===== src/rtl/conv_pkg.sv =====
// Shared definitions for the convolution datapath and its output stage.
package conv_pkg;

    localparam int DEF_DATA_WIDTH  = 8;
    localparam int DEF_KERNEL_SIZE = 8;

    function automatic int result_width(input int dw, input int ks);
        return 2 * dw + $clog2(ks);
    endfunction

endpackage


===== src/rtl/conv_requant_if.sv =====
// Streaming handshake between the convolution core, the requant stage and its consumer.
interface conv_requant_if
    import conv_pkg::*;
#(
    parameter int IN_WIDTH  = result_width(DEF_DATA_WIDTH, DEF_KERNEL_SIZE),
    parameter int OUT_WIDTH = 8
);
    logic [IN_WIDTH-1:0]  in_data;
    logic                 in_vld;
    logic                 in_last;
    logic                 in_rdy;
    logic [OUT_WIDTH-1:0] out_data;
    logic                 out_vld;
    logic                 out_last;
    logic                 out_rdy;

    modport master (
        output in_data, in_vld, in_last,
        input  in_rdy,
        input  out_data, out_vld, out_last,
        output out_rdy
    );

    modport slave (
        input  in_data, in_vld, in_last,
        output in_rdy,
        output out_data, out_vld, out_last,
        input  out_rdy
    );
endinterface


===== src/rtl/sync_fifo.sv =====
// Single-clock first-word-fall-through FIFO; head entry is visible whenever empty is low.
module sync_fifo #(
    parameter int WIDTH = 9,
    parameter int DEPTH = 4,
    localparam int AW   = $clog2(DEPTH)
) (
    input  logic             clk,
    input  logic             arst,
    input  logic             wr_en,
    input  logic [WIDTH-1:0] wr_data,
    input  logic             rd_en,
    output logic [WIDTH-1:0] rd_data,
    output logic             full,
    output logic             empty,
    output logic [AW:0]      count
);
    logic [WIDTH-1:0] r_mem [DEPTH];
    logic [AW-1:0]    r_wr_ptr;
    logic [AW-1:0]    r_rd_ptr;
    logic [AW:0]      r_count;
    logic             w_wr;
    logic             w_rd;

    assign w_wr = wr_en & ~full;
    assign w_rd = rd_en & ~empty;

    // Pointers wrap on their own; the extra count bit separates full from empty.
    always_ff @(posedge clk or posedge arst) begin
        if (arst) begin
            for (int i = 0; i < DEPTH; i++) begin
                r_mem[i] <= '0;
            end
            r_wr_ptr <= '0;
            r_rd_ptr <= '0;
            r_count  <= '0;
        end else begin
            if (w_wr) begin
                r_mem[r_wr_ptr] <= wr_data;
                r_wr_ptr        <= r_wr_ptr + AW'(1);
            end
            if (w_rd) begin
                r_rd_ptr <= r_rd_ptr + AW'(1);
            end
            case ({w_wr, w_rd})
                2'b10:   r_count <= r_count + (AW+1)'(1);
                2'b01:   r_count <= r_count - (AW+1)'(1);
                default: r_count <= r_count;
            endcase
        end
    end

    assign rd_data = r_mem[r_rd_ptr];
    assign full    = (r_count == (AW+1)'(DEPTH));
    assign empty   = (r_count == '0);
    assign count   = r_count;
endmodule


===== src/rtl/conv_requant.sv =====
// Requantises the wide convolution sum (round-half-up, shift, saturate) into a credit-
// controlled output FIFO, and keeps overflow / saturation statistics.
module conv_requant
    import conv_pkg::*;
#(
    parameter int IN_WIDTH   = result_width(DEF_DATA_WIDTH, DEF_KERNEL_SIZE),
    parameter int OUT_WIDTH  = 8,
    parameter int SHIFT      = 8,
    parameter int FIFO_DEPTH = 4,
    parameter int SATCNT_W   = 16
) (
    input  logic                clk,
    input  logic                arst,
    conv_requant_if.slave       bus,
    input  logic                clear,
    output logic                overflow_err,
    output logic [SATCNT_W-1:0] sat_count,
    output logic                frame_done
);
    localparam int AW = $clog2(FIFO_DEPTH);
    localparam logic [IN_WIDTH:0] RND = ((IN_WIDTH+1)'(1) << SHIFT) >> 1;

    typedef struct packed {
        logic [OUT_WIDTH-1:0] data;
        logic                 last;
    } fifo_entry_t;

    fifo_entry_t         r_s1_entry;
    fifo_entry_t         w_s1_next;
    fifo_entry_t         w_head;
    logic                r_s1_vld;
    logic                r_overflow;
    logic                r_frame_done;
    logic [SATCNT_W-1:0] r_sat_count;
    logic [IN_WIDTH:0]   w_rounded;
    logic [IN_WIDTH:0]   w_q;
    logic                w_sat;
    logic                w_in_rdy;
    logic                w_accept;
    logic                w_rd;
    logic                w_fifo_full;
    logic                w_fifo_empty;
    logic [AW:0]         w_fifo_count;
    logic [AW+1:0]       w_used;

    // One extra bit keeps the rounding carry before the shift.
    assign w_rounded = {1'b0, bus.in_data} + RND;
    assign w_q       = w_rounded >> SHIFT;
    assign w_sat     = (w_q >> OUT_WIDTH) != '0;

    always_comb begin
        w_s1_next      = '0;
        w_s1_next.data = w_sat ? {OUT_WIDTH{1'b1}} : w_q[OUT_WIDTH-1:0];
        w_s1_next.last = bus.in_last;
    end

    // Credits count the stage-1 slot as occupied, so a write never meets a full FIFO.
    assign w_used   = {1'b0, w_fifo_count} + (AW+2)'(r_s1_vld);
    assign w_in_rdy = ~arst & ~w_fifo_full & (w_used < (AW+2)'(FIFO_DEPTH));
    assign w_accept = bus.in_vld & w_in_rdy;
    assign w_rd     = ~w_fifo_empty & bus.out_rdy;

    always_ff @(posedge clk or posedge arst) begin
        if (arst) begin
            r_s1_vld   <= 1'b0;
            r_s1_entry <= '0;
        end else begin
            r_s1_vld <= w_accept;
            if (w_accept) begin
                r_s1_entry <= w_s1_next;
            end
        end
    end

    sync_fifo #(
        .WIDTH ($bits(fifo_entry_t)),
        .DEPTH (FIFO_DEPTH)
    ) u_fifo (
        .clk     (clk),
        .arst    (arst),
        .wr_en   (r_s1_vld),
        .wr_data (r_s1_entry),
        .rd_en   (w_rd),
        .rd_data (w_head),
        .full    (w_fifo_full),
        .empty   (w_fifo_empty),
        .count   (w_fifo_count)
    );

    // clear has priority over a same-cycle set or increment.
    always_ff @(posedge clk or posedge arst) begin
        if (arst) begin
            r_overflow   <= 1'b0;
            r_sat_count  <= '0;
            r_frame_done <= 1'b0;
        end else begin
            r_frame_done <= w_rd & w_head.last;
            if (clear) begin
                r_overflow  <= 1'b0;
                r_sat_count <= '0;
            end else begin
                if (bus.in_vld & ~w_in_rdy) begin
                    r_overflow <= 1'b1;
                end
                if (w_accept & w_sat & (r_sat_count != {SATCNT_W{1'b1}})) begin
                    r_sat_count <= r_sat_count + SATCNT_W'(1);
                end
            end
        end
    end

    assign bus.in_rdy   = w_in_rdy;
    assign bus.out_vld  = ~w_fifo_empty;
    assign bus.out_data = w_head.data;
    assign bus.out_last = w_head.last;
    assign overflow_err = r_overflow;
    assign sat_count    = r_sat_count;
    assign frame_done   = r_frame_done;
endmodule


===== src/flat_wrapper.sv =====
// flat-port wrapper written by rule: the top's interface ports become plain ports
module conv_requant_flat import conv_pkg::*;
#(
    parameter int IN_WIDTH   = result_width(DEF_DATA_WIDTH, DEF_KERNEL_SIZE),
    parameter int OUT_WIDTH  = 8,
    parameter int SHIFT      = 8,
    parameter int FIFO_DEPTH = 4,
    parameter int SATCNT_W   = 16
)
  (clk, arst, clear, overflow_err, sat_count, frame_done, bus_in_data, bus_in_vld, bus_in_last, bus_in_rdy, bus_out_data, bus_out_vld, bus_out_last, bus_out_rdy);
  conv_requant_if #(.IN_WIDTH(IN_WIDTH), .OUT_WIDTH(OUT_WIDTH)) bus_i ();
  input  logic clk;
  input  logic arst;
  input  logic clear;
  output logic overflow_err;
  output logic [SATCNT_W-1:0] sat_count;
  output logic frame_done;
  input wire logic [$bits(bus_i.in_data)-1:0] bus_in_data;
  input wire logic [$bits(bus_i.in_vld)-1:0] bus_in_vld;
  input wire logic [$bits(bus_i.in_last)-1:0] bus_in_last;
  output wire logic [$bits(bus_i.in_rdy)-1:0] bus_in_rdy;
  output wire logic [$bits(bus_i.out_data)-1:0] bus_out_data;
  output wire logic [$bits(bus_i.out_vld)-1:0] bus_out_vld;
  output wire logic [$bits(bus_i.out_last)-1:0] bus_out_last;
  input wire logic [$bits(bus_i.out_rdy)-1:0] bus_out_rdy;
  assign bus_i.in_data = bus_in_data;
  assign bus_i.in_vld = bus_in_vld;
  assign bus_i.in_last = bus_in_last;
  assign bus_in_rdy = bus_i.in_rdy;
  assign bus_out_data = bus_i.out_data;
  assign bus_out_vld = bus_i.out_vld;
  assign bus_out_last = bus_i.out_last;
  assign bus_i.out_rdy = bus_out_rdy;
  conv_requant #(.IN_WIDTH(IN_WIDTH), .OUT_WIDTH(OUT_WIDTH), .SHIFT(SHIFT), .FIFO_DEPTH(FIFO_DEPTH), .SATCNT_W(SATCNT_W)) u_core (.clk(clk), .arst(arst), .bus(bus_i), .clear(clear), .overflow_err(overflow_err), .sat_count(sat_count), .frame_done(frame_done));
endmodule

===== config.mk =====
export PLATFORM = sky130hd
export DESIGN_NAME = conv_requant_flat
export DESIGN_NICKNAME = d
export VERILOG_FILES = /design/src/rtl/conv_pkg.sv /design/src/rtl/conv_requant_if.sv /design/src/rtl/sync_fifo.sv /design/src/rtl/conv_requant.sv /design/src/flat_wrapper.sv
export SDC_FILE = /design/constraint.sdc
export NUM_CORES = 1
export LEC_CHECK = 0
export ABC_AREA = 1
export BUFFER_PORTS_ARGS = -buffer_cell sky130_fd_sc_hd__buf_2
export CAP_MARGIN = 0
export CORE_MARGIN = 10
export CORE_UTILIZATION = 50
export CTS_CLUSTER_DIAMETER = 50
export DETAILED_ROUTE_END_ITERATION = 7
export PLACE_DENSITY = 0.71
export SYNTH_ARGS = -nofsm -noshare
export SYNTH_HDL_FRONTEND = slang
export SYNTH_SLANG_ARGS = --single-unit

===== constraint.sdc =====
create_clock -name clk -period 5.46 [get_ports clk]
set_input_delay 0.819 -clock clk [delete_from_list [all_inputs] [get_ports clk]]
set_output_delay 0.819 -clock clk [all_outputs]
set_load 0.02 [all_outputs]

==> results.json, run 1 <==
{
  "syn-cell-area_um2": 3760,
  "ios": 54,
  "powerDensity_nw_per_um2": 467,
  "first_global_vias": 3012,
  "netlist.area_leader.share_pct": 47.2,
  "cp.arrival_ns": 2.35,
  "fillCellCount": 713,
  "cts_root_buffer": "clkbuf_8",
  "synth_fp_nets": 488,
  "ys_types": 28,
  "die_x_um": 107,
  "crit_fanout": 20,
  "yosysMostFrequentCell": "nand2_1",
  "antenna_found_initial": 0,
  "h-tree-depth": 3,
  "drt-wirelength-per-cell_um": 13.5,
  "path_class": "reg -> out",
  "synth-edff-count": 0,
  "synth_area_leaders": "dfrtp_1, nand2_1, o21ai_0, xor2_1, inv_1",
  "hold_class": "reg -> reg",
  "fmax_mhz": 316,
  "die-area_um2": 11400,
  "synth_commonest_cells": "nand2_1, dfrtp_1, o21ai_0",
  "setup_viol_count_final": 0,
  "num_vias": 3066,
  "synthCells": 455,
  "antenna_cells": 0,
  "fin_tns_setup_ns": 0,
  "drtPass1Iterations": 4,
  "start_kind": "register",
  "crit_path_end_kind": "primary output",
  "clockBufferDepth": 2,
  "cpMostUsedCell": "nor2_1",
  "report.final.hold_viol_count": 0,
  "track_usage_pct": 14.6,
  "grt_pass1_wl_mm": 13.9,
  "vias_per_cell": 5.10,
  "postCtsHoldBufs": 0,
  "cts_setup_buffers": 0,
  "start_util_pct": 51.6,
  "port_buffers": 46,
  "cts_inserted_buffers": 9,
  "register_area_um2": 1780,
  "ys_seq_area_share_pct": 47.2,
  "crit_path_top_delay_cell": "dfrtp_1",
  "finalCriticalPeriod_ns": 3.17,
  "final_layout_size_suffix_gt1_share_pct": 18.3,
  "multi_input_area_um2": 1720,
  "total_power_mw": 2.00,
  "crit_chain": "clkinv_1, nor2_1, nor2_1, o21ai_0, nand2_1, buf_2",
  "clk_latency_ns": 0.35,
  "critical-path-top-delay-family": "buffers and inverters",
  "ys.flop_type": "dfrtp_1",
  "critPathBufInv": 2,
  "rsz0062_at_grt": "false",
  "ir_drop_v": 0.000141,
  "yosysTopAreaCell": "dfrtp_1",
  "min_period_over_period_pct": 58.0,
  "ant_nets": 0,
  "grt_max_degree": 72,
  "rows": 31,
  "status": "finished clean",
  "synth_warnings": 0,
  "layout.nets": 530,
  "drv_cap": 0,
  "cts_resized": 0,
  "fp.dieH_um": 107,
  "async_reset_ff_share_pct": 100,
  "p_leak_nw": 2.16,
  "gr-total-overflow": 0,
  "tritoncts": "yes",
  "skew_ns": 0.0100,
  "critPathMaxStageDelay_ns": 0.73,
  "cts.sinks": 71,
  "clk_pin_slew_ns": 0.08,
  "drv_slew": 0,
  "remaining_drc_errors": 0,
  "wirelength_mm": 8.09,
  "slew_headroom_pct": 28.5,
  "hpwl_mm": 5.47,
  "drt_iter0_drc": 138,
  "coreArea_um2": 7290,
  "synth-seq-cells": 71,
  "tightest_slew_ns": 1.07,
  "areaGrowthSynthToFinish_pct": 13.8,
  "final_core_util_pct": 58.8,
  "avgSynthCellArea_um2": 8.27,
  "crit_required_ns": 4.64,
  "gp_congestion": 0.868
}
## worst reg2reg max path, stage by stage (launching register included)
cell	delay (ns)
dfrtp_1	0.45
ha_1	0.25
nand2_1	0.12
nor2_2	0.09
nand4_1	0.08
nor2_1	0.05
nor2_2	0.58
nand2_4	0.30
nand3_1	0.15
nand2_1	0.06
## registers in the layout, summed over array words and instances, names as in the netlist, 2 cells and up
signal,count
u_core.r_s1_entry,9
u_core.sat_count,16
u_core.u_fifo.count,3
u_core.u_fifo.r_mem,36
u_core.u_fifo.r_rd_ptr,2
u_core.u_fifo.r_wr_ptr,2
## layout by cell type (no fill, tap or decap), types with 5 or more instances in the layout
master / Yosys / final
dfrtp_1: 71 / 71
nand2_2: 5 / 5
nor2_1: 44 / 44
nand3_1: 17 / 17
o22ai_1: 16 / 16
o21ai_0: 59 / 59
nand2_1: 102 / 102
inv_1: 44 / 43
buf_2: 8 / 46
nand4_1: 18 / 18
xnor2_1: 5 / 5
nand3_2: 12 / 12
ha_1: 7 / 7
clkbuf_8: 0 / 9
xor2_1: 19 / 19
nor2_2: 5 / 5
## metal layers
metal / wire length, um / GRT usage (%)
met2: 3720 / 23.4
met4: 89 / 5.22
met3: 431 / 3.71
met5: 0 / 0
met1: 3840 / 18.6
## cell families (layout without fill, tap and decap cells)
family / Yosys count / in the layout / synth area share (%)
and+or+nand+nor: 208 / 208 / 25.8
AOI/OAI and AO/OA: 80 / 80 / 11.4
DFF: 71 / 71 / 47.2
buffers and inverters: 64 / 111 / 7.08
xor gates and xnor gates: 24 / 24 / 5.59
adders and majority gates: 8 / 8 / 2.86
## stage by stage
step           hold WS [ns]  worst slack, ns  area (um^2)  instances
5_1_grt               0.514             2.09         4280        601
3_3_place_gp          0.462             2.68         4040        585
3_5_place_dp          0.468             2.70         4040        585
2_1_floorplan         0.448             1.82         3760        455
6_report              0.486             2.29         4280        601
4_1_cts               0.487             2.33         4280        601
## area by class of cell
class / count / share of cell area [%]
Sequential cell: 71 / 41.5
Clock buffer: 9 / 2.89
Tap cell: 99 / 2.89
Timing Repair Buffer: 47 / 5.55
Clock inverter: 7 / 2.83
Inverter: 48 / 4.21
Multi-Input combinational cell: 320 / 40.2
## power by group
part	switching, mW	leakage (nW)	internal, mW
clock network	0.205	0.123	0.305
registers	0.126	0.875	0.702
logic	0.427	1.17	0.235
total	0.759	2.16	1.24
## worst paths after layout
check,from,to,slack (ns),cells after the start
hold / removal,u_core.u_fifo.r_mem[27],u_core.u_fifo.r_mem[27],0.49,2
min in group asynchronous,arst,u_core.u_fifo.count[2],0.76,3
setup reg to reg,u_core.sat_count[0],u_core.sat_count[10],3.23,9
hold reg to reg,u_core.u_fifo.r_mem[27],u_core.u_fifo.r_mem[27],0.49,2
setup / recovery,u_core.u_fifo.r_rd_ptr[0],bus_out_last,2.29,6
max in group asynchronous,arst,u_core.u_fifo.r_mem[34],4.13,3
Note: power is estimated with default switching activity, not from simulation.
==> inputs of run 2 (changes only) <==
--- a/config.mk
+++ b/config.mk
@@ -12,7 +12,7 @@
 export CORE_UTILIZATION = 50
 export CTS_CLUSTER_DIAMETER = 50
 export DETAILED_ROUTE_END_ITERATION = 7
-export PLACE_DENSITY = 0.71
+export PLACE_DENSITY = 0.74
 export SYNTH_ARGS = -nofsm -noshare
 export SYNTH_HDL_FRONTEND = slang
 export SYNTH_SLANG_ARGS = --single-unit
==> constraint.sdc (replaced) <==
create_clock -name clk -period 2.6 [get_ports clk]
set_input_delay 0.39 -clock clk [delete_from_list [all_inputs] [get_ports clk]]
set_output_delay 0.39 -clock clk [all_outputs]
set_load 0.02 [all_outputs]
==> results.json, run 2 (synthesis gave the netlist of run 1 again) <==
{
  "antenna_cells": 0,
  "r2r_cells": 7,
  "vias_per_cell": 5.24,
  "skew_ns": 0.0109,
  "drt_iter0_drc": 148,
  "final_core_util_pct": 58.9,
  "postCtsHoldBufs": 0,
  "ios": 54,
  "gr-total-overflow": 0,
  "setup_viol_count_final": 0,
  "cts.sinks": 71,
  "clk_pin_slew_ns": 0.08,
  "start_util_pct": 51.6,
  "path_class": "reg -> out",
  "final_layout_size_suffix_gt1_share_pct": 19.0,
  "ant_nets": 0,
  "h-tree-depth": 3,
  "final_cell_mix": "nand2_1, dfrtp_1, o21ai_0, buf_2, nor2_1",
  "gp_congestion": 0.806,
  "layout_commonest_cell": "nand2_1",
  "tritoncts": "yes",
  "whs_path_depth": 2,
  "cts_resized": 0,
  "largest-register": "u_core.u_fifo.r_mem",
  "track_usage_pct": 15.1,
  "remaining_drc_errors": 0,
  "num_vias": 3171,
  "rows": 31,
  "crit_required_ns": 2.21,
  "crit_path_end_kind": "primary output",
  "hp-start": "clear",
  "rsz0062_at_grt": "false",
  "critical_path.reg2reg.endpoint": "u_core.u_fifo.count[2]",
  "wirelength_mm": 8.13,
  "cp.arrival_ns": 1.77,
  "port_buffers": 46,
  "grt_pass1_wl_mm": 14.4,
  "start_kind": "register",
  "timing.rr.start": "u_core.u_fifo.count[0]",
  "status": "finished clean",
  "clockBufferDepth": 2,
  "hold_class": "in -> reg",
  "fp.dieH_um": 107,
  "antenna_found_initial": 0,
  "min_period_over_period_pct": 83.3,
  "die-area_um2": 11400,
  "rrSetupSlack_ns": 0.57,
  "first_global_vias": 3215,
  "ir_drop_v": 0.000367,
  "areaGrowthSynthToFinish_pct": 14.2,
  "crit_fanout": 19,
  "drv_cap": 0,
  "critPathLaunch": "u_core.u_fifo.r_rd_ptr[0]",
  "powerDensity_nw_per_um2": 959,
  "slew_headroom_pct": 41.0,
  "largest_reg_flops": 36,
  "whs_endpoint": "u_core.overflow_err",
  "cts_setup_buffers": 0,
  "fin_tns_setup_ns": 0,
  "drt-wirelength-per-cell_um": 13.4,
  "hpwl_mm": 5.64,
  "drtPass1Iterations": 4,
  "tightest_slew_ns": 0.885,
  "grt_max_degree": 72,
  "p_leak_nw": 2.16,
  "die_x_um": 107,
  "coreArea_um2": 7290,
  "cts_root_buffer": "clkbuf_8",
  "clk_latency_ns": 0.34,
  "cts_inserted_buffers": 9,
  "layout.nets": 534,
  "report.final.hold_viol_count": 0,
  "finalCriticalPeriod_ns": 2.16,
  "fmax_mhz": 462,
  "drv_slew": 0
}
-- run 2: cell types whose count changed in the layout (fill, tap and decap cells not counted) --
cell | previous run | this run
buf_4 | 1 | 5
nand3_2 | 12 | 13
inv_6 | 0 | 1
bufinv_16 | 3 | 2
nand3_1 | 17 | 16
clkinv_4 | 3 | 1
inv_2 | 3 | 2
clkinvlp_4 | 0 | 3
clkbuf_1 | 0 | 1
clkinv_2 | 1 | 0
-- run 2: report_power, final --
part           switching, mW  internal [mW]
registers              0.219           1.47
clock network          0.427          0.545
logic                  0.947          0.508
-- run 2: per-stage QoR --
stage | total power, mW | instances | worst slack (ns) | hold slack, ns | instance area, um^2
global route | 4.45 | 605 | 0.319 | 0.207 | 4300
finish | 4.12 | 605 | 0.435 | 0.206 | 4300
detailed placement | 3.18 | 589 | 0.513 | 0.468 | 4080
CTS | 4.16 | 605 | 0.425 | 0.196 | 4300
floorplan | 2.74 | 455 | 0.0197 | 0.448 | 3770
global placement | 3.12 | 589 | 0.569 | 0.461 | 4080
-- run 2: final cells by class --
type | instances | area (um^2)
clock buffers | 10 | 128
multi-input cells | 320 | 1730
fillers | 691 | 2990
clock inverters | 6 | 92.6
well taps | 99 | 124
inverters | 48 | 184
repair buffers | 51 | 268
flip-flops and latches | 71 | 1780
-- run 2: layer usage --
layer  part of all wire [%]  global-route usage, %
met1                     46                   18.3
met2                     46                   25.4
met3                    6.2                   4.07
met4                    1.1                   4.64
met5                      0                      0
-- run 2: worst max-delay path by stage --
stage,endpoint,slack (ns),cells past startpoint
after floorplan,u_core.r_s1_entry[1],0.02,8
after global placement,u_core.sat_count[0],0.57,12
after detailed placement,u_core.sat_count[13],0.51,12
after CTS,bus_out_last,0.43,4
after global routing,bus_out_last,0.32,6
final,bus_out_last,0.44,4
-- run 2: worst max-delay path: stages (launching register included) --
cell and delay (ns):
dfrtp_1 0.35, clkinv_1 0.43, o21ai_0 0.40, nand2_1 0.09, buf_2 0.16
==> inputs of run 3 (changes only) <==
--- a/config.mk
+++ b/config.mk
@@ -5,7 +5,7 @@
 export SDC_FILE = /design/constraint.sdc
 export NUM_CORES = 1
 export LEC_CHECK = 0
-export ABC_AREA = 1
+export ABC_AREA = 0
 export BUFFER_PORTS_ARGS = -buffer_cell sky130_fd_sc_hd__buf_2
 export CAP_MARGIN = 0
 export CORE_MARGIN = 10
==> constraint.sdc (replaced) <==
create_clock -name clk -period 1.95 [get_ports clk]
set_input_delay 0.2925 -clock clk [delete_from_list [all_inputs] [get_ports clk]]
set_output_delay 0.2925 -clock clk [all_outputs]
set_load 0.02 [all_outputs]
==> results.json, run 3 <==
{
  "status": "finished, violations left",
  "failed_checks": "negative setup slack",
  "drt_iter0_drc": 108,
  "fmax_mhz": 487,
  "wirelength_mm": 8.28,
  "p_leak_nw": 2.05,
  "track_usage_pct": 15.5,
  "cts.sinks": 71,
  "grt_max_degree": 45,
  "crit_path_top_delay_cell": "or4b_4",
  "num_vias": 2729,
  "areaGrowthSynthToFinish_pct": 36.9,
  "synth_commonest_cells": "dfrtp_1, mux2_2, nor2_1",
  "synthCells": 294,
  "slew_headroom_pct": 68.6,
  "synth_fp_nets": 327,
  "antenna_found_initial": 0,
  "die-area_um2": 10700,
  "yosysMostFrequentCell": "dfrtp_1",
  "ir_drop_v": 0.000558,
  "critPathBufInv": 1,
  "ant_nets": 0,
  "vias_per_cell": 5.59,
  "r2r_cells": 7,
  "whs_endpoint": "u_core.frame_done",
  "rows": 30,
  "setup_viol_count_final": 9,
  "clk_pin_slew_ns": 0.08,
  "critPathMaxStageDelay_ns": 0.50,
  "crit_path_end_kind": "register",
  "grt_pass1_wl_mm": 13.1,
  "ys_seq_area_share_pct": 51.2,
  "port_buffers": 46,
  "tritoncts": "yes",
  "final_layout_size_suffix_gt1_share_pct": 54.4,
  "layout.nets": 437,
  "h-tree-depth": 3,
  "clk_latency_ns": 0.33,
  "finalCriticalPeriod_ns": 2.05,
  "critical_path.reg2reg.endpoint": "u_core.sat_count[14]",
  "fp.dieH_um": 103,
  "powerDensity_nw_per_um2": 1230,
  "hp-start": "bus_out_rdy",
  "first_global_vias": 2775,
  "synth-seq-cells": 71,
  "yosysTopAreaCell": "dfrtp_1",
  "die_x_um": 103,
  "fin_tns_setup_ns": -0.388,
  "drtPass1Iterations": 4,
  "layout_setup_ws_ns": -0.103,
  "crit_chain": "ha_4, nand4_1, or3_4, or4b_4, buf_4, nor3_4, mux2_4",
  "layout_commonest_cell": "dfrtp_1",
  "start_util_pct": 51.4,
  "drv_cap": 0,
  "antenna_cells": 0,
  "cts_root_buffer": "clkbuf_8",
  "ios": 54,
  "tightest_slew_ns": 0.472,
  "crit_fanout": 4,
  "coreArea_um2": 6760,
  "critical-path-top-delay-family": "simple AND/OR/NAND/NOR gates",
  "path_class": "reg -> reg",
  "clockBufferDepth": 2,
  "rrSetupSlack_ns": -0.10,
  "min_period_over_period_pct": 105,
  "async_reset_ff_share_pct": 100,
  "syn-cell-area_um2": 3470,
  "ys_types": 37,
  "remaining_drc_errors": 0,
  "netlist.area_leader.share_pct": 51.2,
  "synth_area_leaders": "dfrtp_1, mux2_2, mux4_2, nor2_1, ha_1",
  "ys.flop_type": "dfrtp_1",
  "start_kind": "register",
  "drt-wirelength-per-cell_um": 17.0,
  "cp.arrival_ns": 2.27,
  "fin_area_um2": 4750,
  "timing.rr.start": "u_core.sat_count[0]",
  "hold_class": "in -> reg",
  "rsz0062_at_grt": "true",
  "avgSynthCellArea_um2": 11.8,
  "cts_inserted_buffers": 9,
  "crit_required_ns": 2.17,
  "report.final.hold_viol_count": 0,
  "drv_slew": 0,
  "synth-edff-count": 0,
  "gr-total-overflow": 0,
  "skew_ns": 0.0104,
  "whs_path_depth": 2,
  "gp_congestion": 0.824,
  "largest-register": "u_core.u_fifo.r_mem",
  "place_area_um2": 4220,
  "synth_warnings": 0,
  "largest_reg_flops": 36,
  "hpwl_mm": 5.87,
  "final_cell_mix": "dfrtp_1, buf_4, buf_2, mux2_2, nor2_1"
}
==> run 3: final cells by class <==
class                           instances  area, um^2
Clock buffer                           10         138
Clock inverter                          5         106
Fill cell                             461        2000
Inverter                               14        58.8
Multi-Input combinational cell        199        1810
Sequential cell                        71        1780
Tap cell                               80         100
Timing Repair Buffer                  109         753
==> run 3: kinds of logic after synthesis <==
group,after synthesis,synth area share (%)
simple gates,90,13.8
xor+xnor,12,3.03
fa+ha+maj,8,3.10
flops,71,51.2
mux,54,20.4
compound gates,35,5.80
buf+inv,24,2.70
==> run 3: worst max-delay path by stage <==
stage | depth (start not counted) | slack, ns | to | from
6_report | 7 | -0.10 | u_core.sat_count[14] | u_core.sat_count[0]
2_1_floorplan | 6 | -0.09 | u_core.sat_count[10] | u_core.sat_count[1]
4_1_cts | 6 | -0.08 | u_core.sat_count[12] | u_core.sat_count[0]
3_3_place_gp | 6 | -0.17 | u_core.sat_count[10] | bus_in_data[11]
3_5_place_dp | 6 | -0.21 | u_core.sat_count[10] | bus_in_data[11]
5_1_grt | 6 | -0.15 | u_core.sat_count[10] | u_core.sat_count[0]
==> run 3: worst register-to-register path, cell delays in order, from the launching register on <==
cell	delay (ns)
dfrtp_2	0.43
ha_4	0.16
nand4_1	0.10
or3_4	0.14
or4b_4	0.50
buf_4	0.17
nor3_4	0.13
mux2_4	0.32
==> run 3: per-stage QoR <==
step | instances | utilization, % | hold WS, ns | total power [mW] | setup WS (ns)
finish | 488 | 70.4 | 0.217 | 5.86 | -0.103
global route | 488 | 70.4 | 0.211 | 6.20 | -0.155
CTS | 482 | 67.6 | 0.199 | 5.79 | -0.0755
detailed placement | 464 | 62.5 | 0.345 | 4.29 | -0.212
global placement | 464 | 62.5 | 0.334 | 4.17 | -0.175
floorplan | 294 | - | 0.442 | 3.61 | -0.0866
==> run 3: routing by layer <==
metal  track usage [%]  vias up  routed length, um
met5                 0        -                  0
met4              6.10        0                 55
met3              3.32        7                402
met2              26.2       65               4330
met1              19.0     1378               3500
li1                  -     1279                  -
==> run 3: power breakdown <==
group          switching, mW  leakage, nW  internal [mW]
clock                  0.535        0.119          0.880
combinational          0.990         1.10           1.16
sequential             0.329        0.831           1.96
==> run 3: what timing repair did <==
| item | 4_1_cts | 5_1_grt |
|---|---|---|
| pin swaps | 8 | 11 |
| hold buffers | 1 | 0 |
| buffers inserted | 2 | 6 |
| endpoints found under the hold margin | 16 | 0 |
| cloned | 0 | 0 |
| gates resized for setup | 17 | 35 |
| setup endpoints to repair | 12 | 19 |
